### config.mk
export PLATFORM = sky130hd
export DESIGN_NAME = mem_access_unit_flat
export DESIGN_NICKNAME = d
export VERILOG_FILES = /design/src/rtl/mau_pkg.sv /design/src/rtl/mem_access_unit_if.sv /design/src/rtl/mau_lane_align.sv /design/src/rtl/mem_access_unit.sv /design/src/flat_wrapper.sv
export SDC_FILE = /design/constraint.sdc
export NUM_CORES = 1
export LEC_CHECK = 0
export BUFFER_PORTS_ARGS = -buffer_cell sky130_fd_sc_hd__buf_2
export CAP_MARGIN = 40
export CELL_PAD_IN_SITES_DETAIL_PLACEMENT = 1
export CELL_PAD_IN_SITES_GLOBAL_PLACEMENT = 1
export CORE_MARGIN = 2
export CORE_UTILIZATION = 31
export DETAILED_ROUTE_END_ITERATION = 6
export PLACE_DENSITY_LB_ADDON = 0.12
export REMOVE_ABC_BUFFERS = 1
export SYNTH_ARGS = -nofsm -noshare
export SYNTH_HDL_FRONTEND = slang
export SYNTH_HIERARCHICAL = 1
export SYNTH_SLANG_ARGS = --single-unit
### constraint.sdc
create_clock -name clk -period 2.2 [get_ports clk]
set_clock_uncertainty 0.2 [all_clocks]
set_input_delay 0.11 -clock clk [delete_from_list [all_inputs] [get_ports clk]]
set_output_delay 0.11 -clock clk [all_outputs]
set_load 0.01 [all_outputs]
### src/rtl/mau_pkg.sv
// Shared constants and state encoding for the MEM-stage access unit.
package mau_pkg;

  localparam int unsigned ADDR_W         = 32;
  localparam int unsigned DATA_W         = 32;
  localparam int unsigned HALF_W         = 16;
  localparam int unsigned MEM_BYTES_DFLT = 1024;

  localparam logic [1:0] SIZE_B   = 2'b00;
  localparam logic [1:0] SIZE_H   = 2'b01;
  localparam logic [1:0] SIZE_W   = 2'b10;
  localparam logic [1:0] SIZE_RSV = 2'b11;

  typedef enum logic [2:0] {
    ST_IDLE   = 3'd0,
    ST_LOAD   = 3'd1,
    ST_STORE  = 3'd2,
    ST_RMW_RD = 3'd3,
    ST_RMW_WR = 3'd4,
    ST_RESP   = 3'd5
  } mau_state_t;

endpackage

### src/rtl/mem_access_unit_if.sv
// Pipeline request/response and data-memory port bundle for mem_access_unit.
interface mem_access_unit_if;
  import mau_pkg::*;

  logic              req_valid;
  logic              req_ready;
  logic              req_write;
  logic [1:0]        req_size;
  logic              req_signed;
  logic [ADDR_W-1:0] req_addr;
  logic [DATA_W-1:0] req_wdata;
  logic              resp_valid;
  logic [DATA_W-1:0] resp_rdata;
  logic              resp_err;
  logic              mem_read;
  logic              mem_write;
  logic [ADDR_W-1:0] mem_addr;
  logic [DATA_W-1:0] mem_wd;
  logic [DATA_W-1:0] mem_rd;

  // Access unit side
  modport slave (
    input  req_valid, req_write, req_size, req_signed, req_addr, req_wdata, mem_rd,
    output req_ready, resp_valid, resp_rdata, resp_err,
    output mem_read, mem_write, mem_addr, mem_wd
  );

  // Pipeline + memory side
  modport master (
    output req_valid, req_write, req_size, req_signed, req_addr, req_wdata, mem_rd,
    input  req_ready, resp_valid, resp_rdata, resp_err,
    input  mem_read, mem_write, mem_addr, mem_wd
  );

endinterface

### src/rtl/mau_lane_align.sv
// Load-data extension and sub-word store merge against the word read from memory.
module mau_lane_align
  import mau_pkg::*;
(
  input  logic [1:0]        size,
  input  logic              is_signed,
  input  logic [HALF_W-1:0] wdata,
  input  logic [DATA_W-1:0] rd,
  output logic [DATA_W-1:0] load_data_c,
  output logic [DATA_W-1:0] merged_c
);

  always_comb begin
    load_data_c = rd;
    merged_c    = rd;
    case (size)
      SIZE_B: begin
        load_data_c = {{24{is_signed & rd[7]}}, rd[7:0]};
        merged_c    = {rd[31:8], wdata[7:0]};
      end
      SIZE_H: begin
        load_data_c = {{16{is_signed & rd[15]}}, rd[15:0]};
        merged_c    = {rd[31:16], wdata[15:0]};
      end
      default: ;
    endcase
  end

endmodule

### src/rtl/mem_access_unit.sv
// MEM-stage initiator: one load/store at a time, sub-word stores via read-modify-write.
module mem_access_unit
  import mau_pkg::*;
#(
  parameter int unsigned MEM_BYTES = MEM_BYTES_DFLT
) (
  input  logic              clk,
  input  logic              rst,
  mem_access_unit_if.slave  bus
);

  localparam logic [ADDR_W-1:0] LAST_WORD = ADDR_W'(MEM_BYTES - 4);

  mau_state_t        state_q, state_d;
  logic [1:0]        size_q, size_d;
  logic              signed_q, signed_d;
  logic [HALF_W-1:0] wdata_q, wdata_d;
  logic              ready_q, ready_d;
  logic              resp_valid_q, resp_valid_d;
  logic [DATA_W-1:0] resp_rdata_q, resp_rdata_d;
  logic              resp_err_q, resp_err_d;
  logic              mem_read_q, mem_read_d;
  logic              mem_write_q, mem_write_d;
  logic [ADDR_W-1:0] mem_addr_q, mem_addr_d;
  logic [DATA_W-1:0] mem_wd_q, mem_wd_d;

  logic [DATA_W-1:0] load_data_c;
  logic [DATA_W-1:0] merged_c;
  logic              bad_req_c;

  mau_lane_align u_lane_align (
    .size        (size_q),
    .is_signed   (signed_q),
    .wdata       (wdata_q),
    .rd          (bus.mem_rd),
    .load_data_c (load_data_c),
    .merged_c    (merged_c)
  );

  // Full-width compare so addresses near 0xFFFFFFFF never wrap into range
  assign bad_req_c = (bus.req_size == SIZE_RSV) || (bus.req_addr > LAST_WORD);

  always_comb begin
    state_d      = state_q;
    size_d       = size_q;
    signed_d     = signed_q;
    wdata_d      = wdata_q;
    resp_rdata_d = resp_rdata_q;
    resp_err_d   = resp_err_q;
    mem_addr_d   = mem_addr_q;
    mem_wd_d     = mem_wd_q;

    case (state_q)
      ST_IDLE: begin
        if (bus.req_valid) begin
          size_d       = bus.req_size;
          signed_d     = bus.req_signed;
          wdata_d      = bus.req_wdata[HALF_W-1:0];
          resp_rdata_d = '0;
          resp_err_d   = 1'b0;
          if (bad_req_c) begin
            resp_err_d = 1'b1;
            state_d    = ST_RESP;
          end else begin
            mem_addr_d = bus.req_addr;
            if (!bus.req_write) begin
              state_d = ST_LOAD;
            end else if (bus.req_size == SIZE_W) begin
              mem_wd_d = bus.req_wdata;
              state_d  = ST_STORE;
            end else begin
              state_d = ST_RMW_RD;
            end
          end
        end
      end
      ST_LOAD: begin
        resp_rdata_d = load_data_c;
        state_d      = ST_RESP;
      end
      ST_STORE:  state_d = ST_RESP;
      ST_RMW_RD: begin
        mem_wd_d = merged_c;
        state_d  = ST_RMW_WR;
      end
      ST_RMW_WR: state_d = ST_RESP;
      ST_RESP:   state_d = ST_IDLE;
      default:   state_d = ST_IDLE;
    endcase

    // Strobes follow the next state so they are registered yet aligned with it
    ready_d      = (state_d == ST_IDLE);
    resp_valid_d = (state_d == ST_RESP);
    mem_read_d   = (state_d == ST_LOAD)  || (state_d == ST_RMW_RD);
    mem_write_d  = (state_d == ST_STORE) || (state_d == ST_RMW_WR);
  end

  always_ff @(posedge clk) begin
    if (rst) begin
      state_q      <= ST_IDLE;
      size_q       <= SIZE_B;
      signed_q     <= 1'b0;
      wdata_q      <= '0;
      ready_q      <= 1'b1;
      resp_valid_q <= 1'b0;
      resp_rdata_q <= '0;
      resp_err_q   <= 1'b0;
      mem_read_q   <= 1'b0;
      mem_write_q  <= 1'b0;
      mem_addr_q   <= '0;
      mem_wd_q     <= '0;
    end else begin
      state_q      <= state_d;
      size_q       <= size_d;
      signed_q     <= signed_d;
      wdata_q      <= wdata_d;
      ready_q      <= ready_d;
      resp_valid_q <= resp_valid_d;
      resp_rdata_q <= resp_rdata_d;
      resp_err_q   <= resp_err_d;
      mem_read_q   <= mem_read_d;
      mem_write_q  <= mem_write_d;
      mem_addr_q   <= mem_addr_d;
      mem_wd_q     <= mem_wd_d;
    end
  end

  assign bus.req_ready  = ready_q;
  assign bus.resp_valid = resp_valid_q;
  assign bus.resp_rdata = resp_rdata_q;
  assign bus.resp_err   = resp_err_q;
  assign bus.mem_read   = mem_read_q;
  assign bus.mem_write  = mem_write_q;
  assign bus.mem_addr   = mem_addr_q;
  assign bus.mem_wd     = mem_wd_q;

endmodule

### src/flat_wrapper.sv
// flat-port wrapper written by rule: the top's interface ports become plain ports
module mem_access_unit_flat import mau_pkg::*;
#(
  parameter int unsigned MEM_BYTES = MEM_BYTES_DFLT
)
  (clk, rst, bus_req_valid, bus_req_write, bus_req_size, bus_req_signed, bus_req_addr, bus_req_wdata, bus_mem_rd, bus_req_ready, bus_resp_valid, bus_resp_rdata, bus_resp_err, bus_mem_read, bus_mem_write, bus_mem_addr, bus_mem_wd);
  mem_access_unit_if bus_i ();
  input  logic clk;
  input  logic rst;
  input wire logic [$bits(bus_i.req_valid)-1:0] bus_req_valid;
  input wire logic [$bits(bus_i.req_write)-1:0] bus_req_write;
  input wire logic [$bits(bus_i.req_size)-1:0] bus_req_size;
  input wire logic [$bits(bus_i.req_signed)-1:0] bus_req_signed;
  input wire logic [$bits(bus_i.req_addr)-1:0] bus_req_addr;
  input wire logic [$bits(bus_i.req_wdata)-1:0] bus_req_wdata;
  input wire logic [$bits(bus_i.mem_rd)-1:0] bus_mem_rd;
  output wire logic [$bits(bus_i.req_ready)-1:0] bus_req_ready;
  output wire logic [$bits(bus_i.resp_valid)-1:0] bus_resp_valid;
  output wire logic [$bits(bus_i.resp_rdata)-1:0] bus_resp_rdata;
  output wire logic [$bits(bus_i.resp_err)-1:0] bus_resp_err;
  output wire logic [$bits(bus_i.mem_read)-1:0] bus_mem_read;
  output wire logic [$bits(bus_i.mem_write)-1:0] bus_mem_write;
  output wire logic [$bits(bus_i.mem_addr)-1:0] bus_mem_addr;
  output wire logic [$bits(bus_i.mem_wd)-1:0] bus_mem_wd;
  assign bus_i.req_valid = bus_req_valid;
  assign bus_i.req_write = bus_req_write;
  assign bus_i.req_size = bus_req_size;
  assign bus_i.req_signed = bus_req_signed;
  assign bus_i.req_addr = bus_req_addr;
  assign bus_i.req_wdata = bus_req_wdata;
  assign bus_i.mem_rd = bus_mem_rd;
  assign bus_req_ready = bus_i.req_ready;
  assign bus_resp_valid = bus_i.resp_valid;
  assign bus_resp_rdata = bus_i.resp_rdata;
  assign bus_resp_err = bus_i.resp_err;
  assign bus_mem_read = bus_i.mem_read;
  assign bus_mem_write = bus_i.mem_write;
  assign bus_mem_addr = bus_i.mem_addr;
  assign bus_mem_wd = bus_i.mem_wd;
  mem_access_unit #(.MEM_BYTES(MEM_BYTES)) u_core (.clk(clk), .rst(rst), .bus(bus_i));
endmodule
==> tab_implementation.tex, run 1 <==
\begin{tabular}{lr}
\hline
Metric & Value \\
\hline
\multicolumn{2}{l}{\textbf{Layout}} \\
\quad Antenna cells & 0 \\
\quad Fill count & 1972 \\
\quad Fraction of final layout cells with drive strength greater than 1 & 32.5\% \\
\quad Synthesis-to-finish area growth & 48.9\% \\
\quad Finished Core Util & 47.3\% \\
\quad Number of nets at the end of the flow & 994 \\
\multicolumn{2}{l}{\textbf{Placed design}} \\
\quad Weighted congestion at the end of routability-driven global placement & 0.763 \\
\quad DP Wirelength & 12.4 mm \\
\quad Placement Setup Slack & -0.165 ns \\
\quad Count of buffers from port buffering & 203 \\
\multicolumn{2}{l}{\textbf{GRT}} \\
\quad First-pass GRT wire length & 29.5 mm \\
\quad Number of global-route vias before repair & 5900 \\
\quad GRT Resource Usage Total & 20.6\% \\
\quad Maximum number of pins on one net before global-route repair & 62 \\
\quad Number of antenna violations at the first check in global routing & 0 \\
\quad Total grt overflow & 0 \\
\multicolumn{2}{l}{\textbf{STA}} \\
\quad Worst path setup slack after routing & 0.0862 ns \\
\quad Clock period minus final worst setup slack & 2.11 ns \\
\quad Highest achievable clock rate & 473 MHz \\
\quad Fin Hold WS & 0.102 ns \\
\quad Number of endpoints failing setup at the final stage & 0 \\
\quad Final hold violation count & 0 \\
\quad Number of max-slew violations in the final report & 0 \\
\quad Headroom to the max-slew limit & 47.3\% \\
\quad Worst-Margin Slew & 0.791 ns \\
\quad Portion of the clock cycle consumed by the worst path in the final layout & 96.1\% \\
\multicolumn{2}{l}{\textbf{Drt}} \\
\quad Routed wirelength normalized by instance count & 16.5 um \\
\quad Remaining antenna violation count & 0 \\
\quad Via-per-instance ratio & 4.86 \\
\quad Final wirelength & 18.5 mm \\
\quad Overall via count from detail\_route & 5468 \\
\quad 1st-pass router iterations & 4 \\
\quad Residual DRC & 0 \\
\quad Violation count after the first detailed-routing iteration & 130 \\
\multicolumn{2}{l}{\textbf{Critical path}} \\
\quad Critical path required time & 2.33 ns \\
\quad Crit start category & flip-flop \\
\quad Setup crit start & u\_core/state\_q[2] \\
\quad End of the worst register-to-register path & u\_core/bus.mem\_wd[10] \\
\quad Worst setup path class & reg2reg \\
\quad Worst Path Max Fanout & 12 \\
\quad Kind of end point of the critical path & flip-flop \\
\quad Arrival time at the worst endpoint & 2.24 ns \\
\quad Reg-to-reg slack, setup & 0.09 ns \\
\quad Reg2Reg Launch Point & u\_core/state\_q[2] \\
\quad Length in cells of the worst reg-to-reg path & 6 \\
\multicolumn{2}{l}{\textbf{Logic synthesis}} \\
\quad Register bit total from synthesis & 123 \\
\quad Yosys warning count & 6 \\
\quad Number of cells produced by synthesis & 640 \\
\quad Library cells used by synthesis & 40 \\
\quad Summed instance area of the synthesized netlist & 0.00529 mm2 \\
\quad Average size of a mapped cell & 8.26 um2 \\
\quad Post-synthesis sequential area ratio & 46.6\% \\
\multicolumn{2}{l}{\textbf{Hold path}} \\
\quad Origin of the worst min-delay path & bus\_req\_addr[19] \\
\quad Cell depth of the worst hold path & 6 \\
\quad Worst Hold Path EP & u\_core/bus.mem\_read \\
\quad Worst min path class & in2reg \\
\multicolumn{2}{l}{\textbf{Clock tree}} \\
\quad Clock slew seen by the registers of the worst setup and hold paths & 0.06 ns \\
\quad Number of sinks on the clock net & 123 \\
\quad Clock latency on the worst-skew pair & 0.41 ns \\
\quad Clock tree from TritonCTS & done \\
\quad Inserted Clock Buffers & 17 \\
\quad H-tree Lvls & 4 \\
\quad Library cell used as clock root buffer & clkbuf\_16 \\
\quad Clock buffer depth & 2 \\
\multicolumn{2}{l}{\textbf{Die}} \\
\quad Initial Util & 31.8\% \\
\quad Std cell rows & 47 \\
\quad Area of the die & 0.0181 mm2 \\
\quad Core footprint & 0.0166 mm2 \\
\quad Width of the die & 135 um \\
\quad I/O pin cnt & 204 \\
\quad Vertical extent of the die & 135 um \\
\multicolumn{2}{l}{\textbf{Power and ir drop}} \\
\quad Leakage component of the power & 3.44 nW \\
\quad Maximum VDD drop & 513 uV \\
\quad Power density over cell area & 752 mW/mm2 \\
\multicolumn{2}{l}{\textbf{Flow run}} \\
\quad Max-cap check violation count & 0 \\
\multicolumn{2}{l}{\textbf{Run status}} \\
\quad Run status & finished, final reports clean \\
\hline
\end{tabular}
[critical path, stage by stage (launching register included)]
cell,delay (ns)
dfxtp_1,0.31
or4b_4,0.58
nor2_4,0.14
and4_4,0.26
buf_6,0.17
nand2_1,0.10
a311oi_2,0.27
[per-stage QoR]
stage | TNS, ns | instances | total power, mW | cell area (um2)
2_1_floorplan | -108.11 | 563 | 2.58 | 4840
3_3_place_gp | -1.48 | 1007 | 2.85 | 6330
3_5_place_dp | -4.88 | 1008 | 2.87 | 6340
4_1_cts | 0 | 1124 | 5.98 | 7820
5_1_grt | -0.0121 | 1124 | 6.16 | 7870
6_report | 0 | 1124 | 5.92 | 7870
[synth_stat cells, drive strengths merged]
master   number  share of area [%]
or3           2               0.24
buf          37                5.6
inv           1              0.071
nand2b        3               0.50
o31ai         1               0.14
or4b          1               0.19
nor3b         2               0.28
nor2         55                4.0
and4          2               0.33
nor4          7               0.83
clkbuf       40                2.9
nand2       154                 11
mux2         16                4.0
nand4         4               0.47
o21ai        26                2.5
a21oi        53                5.0
nor3          2               0.19
mux2i        11                2.3
dfxtp       123                 47
and3          1               0.12
nand4bb       1               0.21
or3b          1               0.17
o221a         4               0.85
o21a          4               0.57
a311oi       28                4.6
nand3        33                3.1
o211ai        1               0.14
or2           1               0.12
nand3b        2               0.28
and2         23                2.7
a211oi        1               0.14
[cell type report]
cell class / count / area, um2 / share of cell area (%)
clock buffer: 18 / 429 / 5.45
clock inverter: 14 / 195 / 2.48
inverter: 1 / 3.75 / 0.0477
multi-input combinational: 439 / 2430 / 30.9
sequential: 123 / 2460 / 31.3
tap: 220 / 275 / 3.50
timing repair buffer: 309 / 2070 / 26.3
[worst max path at each step]
stage	to	slack, ns	cells after the start
global placement	u_core/bus.mem_addr[14]	-0.05	6
detailed placement	u_core/bus.mem_wd[16]	-0.16	6
finish	u_core/bus.mem_wd[10]	0.09	6
CTS	u_core/bus.mem_addr[10]	0.06	9
global route	u_core/bus.mem_addr[6]	-0.01	7
floorplan	u_core/bus.mem_addr[10]	-2.04	4
[cells by family (layout without fill, tap and decap cells)]
group,after synthesis,count (layout),share of synthesized area (%)
flip-flops,123,123,46.6
AO/OA/AOI/OAI,118,118,14.0
buffers and inverters,78,342,8.50
multiplexers,27,27,6.30
AND/OR/NAND/NOR,294,294,24.7
[where the power goes]
| part | leakage, nW | internal, mW | switching, mW |
|---|---|---|---|
| Combinational | 2.15 | 0.303 | 0.328 |
| Sequential | 0.996 | 2.28 | 0.0329 |
| Clock | 0.293 | 1.90 | 1.07 |
[metal layers]
layer	GRT usage, %	vias to the layer above	part of all wire [%]
li1	-	2659	-
met1	24.1	2620	44
met2	37.4	171	50
met3	4.65	18	4.9
met4	6.37	0	1.3
met5	0	-	0
[state kept, by name, summed over array words and instances, names as in the netlist, 2 cells and up]
name and count:
u_core/bus.resp_rdata 32, u_core/bus.mem_addr 32, u_core/bus.mem_wd 32, u_core/state_q 3, u_core/wdata_q 16, u_core/size_q 2
[what timing repair did]
action | CTS | global route
endpoints found under the hold margin | 100 | 0
resized for setup | 5 | 10
setup buffers | 0 | 0
setup endpoints to repair | 57 | 38
pin swaps | 0 | 1
hold buffers | 84 | 0
[layout by cell type, fill, tap and decap left out, drive strengths merged, types with 7 or more instances in the layout]
cell	n
o21ai	26
mux2i	11
clkbuf	18
buf	225
a311oi	28
nor2	55
nand3	33
dfxtp	123
a21oi	53
nand2	154
mux2	16
and2	23
nor4	7
dlygate4sd3	84
Note: power is estimated with default switching activity, not from simulation.
==> run 2, diff against run 1 <==
BUFFER_PORTS_ARGS = not set   (was -buffer_cell sky130_fd_sc_hd__buf_2)
CORE_UTILIZATION = 40   (was 31)
DONT_BUFFER_PORTS = 1   (was not set)
==> run 2 against run 1 <==
- routed wire length down 5.3%
- final area is 12% lower
- via count shrank 11%
- global-route usage increased by 3.6 points
- core utilization up 5.5 points
==> tab_implementation.tex, run 2 (same netlist as run 1, synthesis figures left out) <==
\begin{tabular}{lr}
\hline
Metric & Value \\
\hline
\multicolumn{2}{l}{\textbf{Critical path}} \\
\quad Arrival time at the worst endpoint & 2.25 ns \\
\quad Top cell family by delay on the critical path & simple AND/OR/NAND/NOR gates \\
\quad Slowest stage delay, CP & 0.56 ns \\
\quad Worst Path Max Fanout & 15 \\
\quad End of the worst register-to-register path & u\_core/bus.mem\_wd[18] \\
\quad CP bufs+invs & 1 \\
\quad Cell Chain, Critical Path & or4b\_4, nor2\_2, and4\_4, buf\_8, nand2\_1, a311oi\_2 \\
\quad Length in cells of the worst reg-to-reg path & 6 \\
\quad Reg2Reg Launch Point & u\_core/state\_q[1] \\
\quad Critical path destination & u\_core/bus.mem\_wd[18] \\
\quad Depth of the critical timing path with buffers and inverters included & 6 \\
\quad Worst setup path class & reg2reg \\
\quad Crit start category & flip-flop \\
\quad Critical path required time & 2.31 ns \\
\quad Kind of end point of the critical path & flip-flop \\
\quad CP max stage cell & or4b\_4 \\
\quad Reg-to-reg slack, setup & 0.06 ns \\
\quad Setup crit start & u\_core/state\_q[1] \\
\multicolumn{2}{l}{\textbf{Clock tree}} \\
\quad Clock slew seen by the registers of the worst setup and hold paths & 0.05 ns \\
\quad Inserted Clock Buffers & 17 \\
\quad Number of sinks on the clock net & 123 \\
\quad Library cell used as clock root buffer & clkbuf\_16 \\
\quad Clock latency on the worst-skew pair & 0.41 ns \\
\quad Clock buffer depth & 2 \\
\quad H-tree Lvls & 4 \\
\quad Clock tree from TritonCTS & done \\
\multicolumn{2}{l}{\textbf{Drt}} \\
\quad Via-per-instance ratio & 5.44 \\
\quad Overall via count from detail\_route & 4844 \\
\quad 1st-pass router iterations & 4 \\
\quad Residual DRC & 0 \\
\quad Routed wirelength normalized by instance count & 19.7 um \\
\quad Remaining antenna violation count & 0 \\
\quad Violation count after the first detailed-routing iteration & 284 \\
\quad Final wirelength & 17.5 mm \\
\multicolumn{2}{l}{\textbf{Power and ir drop}} \\
\quad Maximum VDD drop & 485 uV \\
\quad Power density over cell area & 822 mW/mm2 \\
\quad Leakage component of the power & 2.55 nW \\
\multicolumn{2}{l}{\textbf{Layout}} \\
\quad Highest-count cells in the layout ignoring fill and taps & 154 x nand2\_1, 123 x dfxtp\_1, 88 x dlygate4sd3\_1 \\
\quad Synthesis-to-finish area growth & 30.5\% \\
\quad Footprint of the multi-input gates & 0.00244 mm2 \\
\quad Finished Core Util & 52.7\% \\
\quad Commonest non-fill, non-tap cell in the layout & nand2\_1 \\
\quad Fill count & 1510 \\
\quad Fraction of final layout cells with drive strength greater than 1 & 13.9\% \\
\quad Non-filler instance count after layout & 890 \\
\quad Antenna cells & 0 \\
\quad Register area & 0.00246 mm2 \\
\quad Number of nets at the end of the flow & 806 \\
\multicolumn{2}{l}{\textbf{Placed design}} \\
\quad Placed instance count & 769 \\
\quad Weighted congestion at the end of routability-driven global placement & 0.791 \\
\quad Count of buffers from port buffering & 0 \\
\quad DP Wirelength & 10.7 mm \\
\multicolumn{2}{l}{\textbf{GRT}} \\
\quad Maximum number of pins on one net before global-route repair & 98 \\
\quad GRT Resource Usage Total & 24.2\% \\
\quad Number of antenna violations at the first check in global routing & 0 \\
\quad Total grt overflow & 0 \\
\quad Number of global-route vias before repair & 5247 \\
\quad First-pass GRT wire length & 27.2 mm \\
\multicolumn{2}{l}{\textbf{Die}} \\
\quad Core footprint & 0.0131 mm2 \\
\quad Initial Util & 40.4\% \\
\quad Area of the die & 0.0142 mm2 \\
\quad I/O pin cnt & 204 \\
\quad Std cell rows & 42 \\
\quad Vertical extent of the die & 119 um \\
\quad Width of the die & 119 um \\
\multicolumn{2}{l}{\textbf{STA}} \\
\quad Headroom to the max-slew limit & 59.3\% \\
\quad Portion of the clock cycle consumed by the worst path in the final layout & 97.3\% \\
\quad Clock period minus final worst setup slack & 2.14 ns \\
\quad Number of max-slew violations in the final report & 0 \\
\quad Worst-Margin Slew & 0.610 ns \\
\quad Highest achievable clock rate & 467 MHz \\
\quad Final hold violation count & 0 \\
\quad Number of endpoints failing setup at the final stage & 0 \\
\multicolumn{2}{l}{\textbf{Run status}} \\
\quad Run status & finished, final reports clean \\
\multicolumn{2}{l}{\textbf{Flow run}} \\
\quad Max-cap check violation count & 0 \\
\multicolumn{2}{l}{\textbf{Hold path}} \\
\quad Worst min path class & in2reg \\
\hline
\end{tabular}
[run 2: routing by layer]
metal  share of wire, %  routed length, um  vias to the layer above  GRT usage, %
met3                7.7               1360                       29          8.72
met2                 50               8720                      169          42.2
met4                1.9                335                        0          8.41
met5                  0                  0                        -             0
met1                 41               7120                     2373          27.2
li1                   -                  -                     2273             -
[run 2: worst min-delay path by stage]
stage / start / end / slack [ns] / cells past startpoint
floorplan: rst / u_core/bus.resp_rdata[0] / -0.02 / 1
global placement: rst / u_core/wdata_q[14] / -0.007 / 1
detailed placement: rst / u_core/wdata_q[14] / -0.008 / 1
CTS: bus_req_addr[26] / u_core/bus.mem_write / 0.02 / 5
global route: bus_mem_rd[7] / u_core/bus.resp_rdata[11] / 0.05 / 4
finish: bus_mem_rd[7] / u_core/bus.resp_rdata[12] / 0.04 / 4
[run 2: area by class of cell]
class | count | area share (%)
clock buffer | 22 | 6.87
clock inverter | 8 | 1.70
inverter | 1 | 0.0544
multi-input combinational | 439 | 35.4
sequential | 123 | 35.7
tap | 176 | 3.19
timing repair buffer | 121 | 17.1
[run 2: timing repair]
item / CTS / global route
cloned: 0 / 1
endpoints found under the hold margin: 123 / 0
resized for setup: 3 / 15
hold buffers: 89 / 0
endpoints found under the setup margin: 57 / 34
buffers inserted: 0 / 1
pin swaps: 0 / 0
[run 2: worst min-delay path: cells and delay by family]
family / cells / cell delay (ns)
AND/OR/NAND/NOR: 3 / 0.43
AO/OA/AOI/OAI: 1 / 0.05
[run 2: metrics by stage]
stage / instance area, um2 / worst slack (ns) / TNS, ns / total power, mW / hold slack (ns)
after floorplan: 4840 / -2.04 / -108.11 / 2.58 / -0.0209
after global placement: 5310 / -0.0571 / -1.21 / 2.70 / -0.00668
after detailed placement: 5310 / -0.0920 / -3.12 / 2.71 / -0.00831
after CTS: 6820 / 0.0409 / 0 / 5.71 / 0.0185
after global routing: 6900 / -0.00549 / -0.0107 / 5.87 / 0.0549
final: 6900 / 0.0600 / 0 / 5.67 / 0.0353
[run 2: report_power, final]
group | switching (mW) | internal [mW]
Combinational | 0.286 | 0.239
Sequential | 0.0476 | 2.28
Clock | 0.967 | 1.85
